[config.mk]
export PLATFORM = sky130hd
export DESIGN_NAME = line_sched_ctrl
export DESIGN_NICKNAME = d
export VERILOG_FILES = /design/src/rtl/line_sched_ctrl.sv
export SDC_FILE = /design/constraint.sdc
export NUM_CORES = 1
export LEC_CHECK = 0
export BUFFER_PORTS_ARGS = -buffer_cell sky130_fd_sc_hd__buf_2
export CELL_PAD_IN_SITES_DETAIL_PLACEMENT = 1
export CELL_PAD_IN_SITES_GLOBAL_PLACEMENT = 1
export CORE_ASPECT_RATIO = 1.2
export CORE_MARGIN = 2
export CORE_UTILIZATION = 38
export DETAILED_ROUTE_END_ITERATION = 12
export PLACE_DENSITY = 0.85
export SLEW_MARGIN = 30
export SYNTH_ARGS = -nofsm -noshare
export SYNTH_HDL_FRONTEND = slang
export SYNTH_SLANG_ARGS = --single-unit
[constraint.sdc]
create_clock -name CLK -period 2.7 [get_ports CLK]
set_input_delay 0.135 -clock CLK [delete_from_list [all_inputs] [get_ports CLK]]
set_output_delay 0.135 -clock CLK [all_outputs]
set_load 0.02 [all_outputs]
[src/rtl/line_sched_ctrl.sv]
// rtl/line_sched_ctrl.sv - line scheduler for the HLS pixel kernel; optional watchdog via LINE_SCHED_WDT_EN
module line_sched_ctrl #(
  parameter int PW             = 12,
  parameter int TIMEOUT_CYCLES = 65535
) (
  input  logic          CLK,
  input  logic          RST_N,
  input  logic          ENABLE,
  input  logic [PW-1:0] CFG_WIDTH,
  input  logic [PW-1:0] CFG_HEIGHT,
  input  logic          CLR_ERR,
  input  logic          READ_LINE_DONE,
  input  logic [PW-1:0] READ_POSY,
  output logic          LINE_READY,
  output logic          KICK,
  output logic [PW-1:0] POSX,
  output logic [PW-1:0] POSY,
  input  logic          IN_DE,
  input  logic          OUT_DE,
  output logic          WRITE_LINE_DONE,
  output logic [PW-1:0] WRITE_POSY,
  output logic          FRAME_DONE,
  output logic          BUSY,
  output logic          OVERRUN,
  output logic          PROTO_ERR,
  output logic          TIMEOUT
);

  typedef enum logic [1:0] {IDLE, RUN, DRAIN} state_t;

  state_t        state;
  logic          pend_v;
  logic [PW-1:0] pend_y;
  logic          kick;
  logic [PW-1:0] posx;
  logic [PW-1:0] posy;
  logic [PW-1:0] wposx;
  logic [PW-1:0] width_r;
  logic [PW-1:0] height_r;
  logic          wld;
  logic [PW-1:0] wposy;
  logic          frame_done;
  logic          overrun;
  logic          proto_err;
  logic          timeout;

  logic          launch_req;
  logic [PW-1:0] launch_y;
  logic          rld_direct;
  logic          rld_store;
  logic          rld_drop;
  logic          zw_err;
  logic          in_ok;
  logic          in_err;
  logic          out_ok;
  logic          out_err;
  logic          line_last_in;
  logic          line_complete;
  logic          to_set;
  logic [PW-1:0] width_m1;
  logic [PW-1:0] height_m1;

  assign width_m1   = width_r - PW'(1);
  assign height_m1  = height_r - PW'(1);

  // The pending slot takes priority over a fresh line-done as launch source.
  assign launch_req = (state == IDLE) && ENABLE && (pend_v || READ_LINE_DONE);
  assign launch_y   = pend_v ? pend_y : READ_POSY;

  // A line-done not consumed by a direct launch goes to the slot if it is free
  // (or being vacated by this launch); otherwise it is lost.
  assign rld_direct = launch_req && !pend_v;
  assign rld_store  = READ_LINE_DONE && !rld_direct && (!pend_v || launch_req);
  assign rld_drop   = READ_LINE_DONE && !rld_direct && pend_v && !launch_req;

  assign zw_err     = launch_req && (CFG_WIDTH == '0);

  assign in_ok      = IN_DE && kick;
  assign in_err     = IN_DE && !kick;
  assign out_ok     = OUT_DE && (state != IDLE) && (wposx != width_r);
  assign out_err    = OUT_DE && !out_ok;

  assign line_last_in  = in_ok && (posx == width_m1);
  assign line_complete = (state == DRAIN) &&
                         ((out_ok && (wposx == width_m1)) || (wposx == width_r));

`ifdef LINE_SCHED_WDT_EN
  logic [31:0] wdt_cnt;

  assign to_set = (state != IDLE) && !IN_DE && !OUT_DE &&
                  (wdt_cnt == 32'(TIMEOUT_CYCLES - 1));

  // Idle-cycle watchdog: restarts on any kernel strobe while a line is active.
  always_ff @(posedge CLK) begin
    if (!RST_N || (state == IDLE) || IN_DE || OUT_DE || to_set) begin
      wdt_cnt <= '0;
    end else begin
      wdt_cnt <= wdt_cnt + 32'd1;
    end
  end
`else
  logic unused_wdt;

  assign unused_wdt = ^(32'(TIMEOUT_CYCLES));
  assign to_set     = 1'b0;
`endif

  // Line FSM, pending slot, counters and sticky error flags.
  always_ff @(posedge CLK) begin
    if (!RST_N) begin
      state      <= IDLE;
      pend_v     <= 1'b0;
      pend_y     <= '0;
      kick       <= 1'b0;
      posx       <= '0;
      posy       <= '0;
      wposx      <= '0;
      width_r    <= '0;
      height_r   <= '0;
      wld        <= 1'b0;
      wposy      <= '0;
      frame_done <= 1'b0;
      overrun    <= 1'b0;
      proto_err  <= 1'b0;
      timeout    <= 1'b0;
    end else begin
      wld        <= 1'b0;
      frame_done <= 1'b0;

      if (rld_store) begin
        pend_v <= 1'b1;
        pend_y <= READ_POSY;
      end else if (launch_req && pend_v) begin
        pend_v <= 1'b0;
      end

      overrun   <= (overrun   && !CLR_ERR) || rld_drop;
      proto_err <= (proto_err && !CLR_ERR) || in_err || out_err || zw_err;
      timeout   <= (timeout   && !CLR_ERR) || to_set;

      if (out_ok) begin
        wposx <= wposx + PW'(1);
      end

      case (state)
        IDLE: begin
          if (launch_req && !zw_err) begin
            posy     <= launch_y;
            width_r  <= CFG_WIDTH;
            height_r <= CFG_HEIGHT;
            posx     <= '0;
            wposx    <= '0;
            kick     <= 1'b1;
            state    <= RUN;
          end
        end
        RUN: begin
          if (in_ok) begin
            posx <= posx + PW'(1);
            if (line_last_in) begin
              kick  <= 1'b0;
              state <= DRAIN;
            end
          end
        end
        DRAIN: begin
          if (line_complete && !to_set) begin
            wld        <= 1'b1;
            wposy      <= posy;
            frame_done <= (posy == height_m1);
            state      <= IDLE;
          end
        end
        default: state <= IDLE;
      endcase

      if (to_set) begin
        kick  <= 1'b0;
        state <= IDLE;
      end
    end
  end

  assign LINE_READY      = ENABLE && !pend_v;
  assign KICK            = kick;
  assign POSX            = posx;
  assign POSY            = posy;
  assign WRITE_LINE_DONE = wld;
  assign WRITE_POSY      = wposy;
  assign FRAME_DONE      = frame_done;
  assign BUSY            = (state != IDLE) || pend_v;
  assign OVERRUN         = overrun;
  assign PROTO_ERR       = proto_err;
  assign TIMEOUT         = timeout;

endmodule

==> metrics.cfg <==
[status]
status = complete, but fails checks
violations = negative setup slack

[synthesis]
yosysMostFrequentCell = nand2_1
async_reset_ff_share_pct = 0
ys_seq_elements = 93
yosysTopAreaCell = dfxtp_1
synth_cells = 601
synth_area_um2 = 5050
synth_common_cells = nand2_1, dfxtp_1, nor2_1, mux2i_1, xor2_1
ys_types = 62
synth_edf_count = 0
yosys-top-cells-area = dfxtp_1, nand2_1, mux2i_1
syn_nets = 648
synth_top_cell_area_share_pct = 36.8
yosysSeqAreaShare_pct = 36.8
avgSynthCellArea_um2 = 8.41
yosys_warnings = 0
synth_flop_cell = dfxtp_1

[timing]
setup_tns_ps = -546
fin_crit_sh_pct = 103
slew_viol_final = 0
worst_slack_ps = -81.2
finalClockSkew_ps = 7.28
final-hold-violation-count = 0
slew_headroom_pct = 49.0
rsz0062_at_grt = yes
worst_pin_slew_ps = 758
fmax_mhz = 360
finalCriticalPeriod_ps = 2780
hold_ws_ps = 31.9
setup_violations = 13

[placed_design]
place_inst = 841
port_buffers = 86
dpl.hpwl_mm = 11.8
place_congestion = 0.868

[setup_path]
cp-start-kind = register
cp_common_cell = or4_4
slowest_delay_ps = 560
crit_path_cell_trace = or4_4, or4_4, xnor2_2, a2111oi_4, a41oi_2, nor3b_4, buf_6, buf_12, mux2i_2
arrival_ps = 3060
path_class = reg2reg
critPathCaptureType = register
cp_max_fo = 7
cpMaxStageDelayCell = or4_4
cp_data_required_time_ps = 2980

[clocking]
cts_buffers = 9
clkLatencyLatePin_ps = 360
clk_pin_slew_worst_paths_ps = 70
clk_path_buf_depth = 2
clock_sinks = 93
cts_hold_buffers = 0
cts_tree = done
htree_num_levels = 3
cts_root_buf = clkbuf_16

[detailed_routing]
via_per_inst = 5.57
wl_per_cell_um = 18.9
wirelength_mm = 16.3
ant_nets = 0
drtIter0Drc = 160
num_vias = 4796
first_pass_iters = 4
remaining_drc_errors = 0

[power_and_ir_drop]
p_leak_nw = 2.67
vdd_drop_max_mv = 0.336
pwr_density_cell_nw_per_um2 = 585
p_total_w = 0.00361

[floorplan]
initial_core_util_pct = 38.5
die_area_um2 = 14200
die_h_um = 130
row_count = 46
die_x_um = 109
ios = 87
core-area_um2 = 13100

[final_layout]
diodes = 0
seq_area_um2 = 1870
drive_above_1_share_pct = 23.2
fillCellCount = 1609
multiInputGateArea_um2 = 3030
final_nets = 735
syn2layout_area_growth_pct = 22.3
final_cells = 861

[grt]
grt_pass1_vias = 5065
grt_max_degree = 47
antenna_found_initial = 0
grt_util_all_layers_pct = 23.6
grt_pass1_wl_mm = 25.8
globalRouteOverflowTotal = 0

[min_path]
min_path_type = in2reg

[flow_run]
maxCapViolations = 0

==> sequential cells by signal, indices dropped and copies added (netlist names) <==
| signal | cells |
|---|---|
| wposx | 12 |
| width_r | 12 |
| height_r | 12 |
| pend_v | 1 |
| PROTO_ERR | 1 |
| pend_y | 12 |
| TIMEOUT | 1 |
| state | 2 |
| OVERRUN | 1 |
| WRITE_POSY | 12 |
| FRAME_DONE | 1 |
| POSY | 12 |
| POSX | 12 |
| KICK | 1 |
| WRITE_LINE_DONE | 1 |
==> power by group <==
group / internal, W / switching [W] / total (W)
clock: 0.000752 / 0.000592 / 0.00134
sequential: 0.00143 / 0.0000677 / 0.00150
combinational: 0.000330 / 0.000441 / 0.000771
==> cell families (layout without fill, tap and decap cells) <==
| family | after synthesis | in the layout | share of synthesized area (%) |
|---|---|---|---|
| and+or+nand+nor | 247 | 247 | 24.1 |
| DFF | 93 | 93 | 36.9 |
| muxes | 37 | 37 | 7.33 |
| adders and majority gates | 4 | 4 | 0.991 |
| xor gates and xnor gates | 64 | 64 | 11.1 |
| AOI/OAI and AO/OA | 104 | 104 | 15.1 |
| buffers and inverters | 52 | 144 | 4.51 |
==> metrics by stage <==
stage               area [µm²]  worst slack [ps]  util, %
finish                    6180             -81.2     47.1
global placement          5740              26.8     43.8
floorplan                 5060             -24.7        -
CTS                       6110             -60.1     46.6
global route              6180              -148     47.1
detailed placement        5740             -56.2     43.8
==> worst paths after layout <==
path / startpoint / endpoint / slack [ps] / cells after the start
min reg2reg: WRITE_POSY[10]$_SDFFE_PN0P_ / WRITE_POSY[10]$_SDFFE_PN0P_ / 470 / 2
max: width_r[0]$_SDFFE_PN0P_ / WRITE_POSY[3]$_SDFFE_PN0P_ / -80 / 9
max reg2reg: width_r[0]$_SDFFE_PN0P_ / WRITE_POSY[3]$_SDFFE_PN0P_ / -80 / 9
min: CFG_HEIGHT[6] / height_r[6]$_SDFFE_PN0P_ / 30 / 3
==> per-layer routing <==
layer	vias up	part of all wire, %	global-route usage, %
met5	-	0	0
met4	0	4.2	11.7
met3	42	4.3	4.30
met2	138	52	42.9
met1	2367	40	26.2
li1	2249	-	-
==> timing repair <==
item / 4_1_cts / 5_1_grt
setup endpoints to repair: 14 / 16
gates resized for setup: 7 / 13
hold endpoints to repair: 0 / 0
setup buffers: 1 / 2
pin swaps: 1 / 7
cloned: 1 / 0
==> worst max-delay path, delay by kind of cell (launching register included) <==
family          cells  cell delay [ps]
flops               1              340
mux                 1              210
compound gates      2              460
simple gates        3             1250
buf+inv             2              290
xor+xnor            1              170
==> cells in the final DEF, fill, tap and decap left out, types with 8 or more instances in the layout <==
cell type	instances
nand2_1	109
dfxtp_1	91
buf_2	86
nor2_1	38
mux2i_1	36
xor2_1	34
xnor2_1	29
buf_4	29
a21boi_0	26
nor2b_1	18
o21ai_0	15
a21oi_1	14
o211a_1	13
nand3_1	12
nor3_1	11
and3_1	9
clkbuf_16	9
inv_1	8
nand4_1	8
==> final cells by class <==
type,instances,share of cell area (%)
timing repair buffer,120,11.9
inverter,8,0.486
clock inverter,6,1.11
sequential,93,30.2
clock buffer,10,3.87
multi-input combinational,456,49.0
tap,168,3.40
Power figures use the tool's default switching activity.
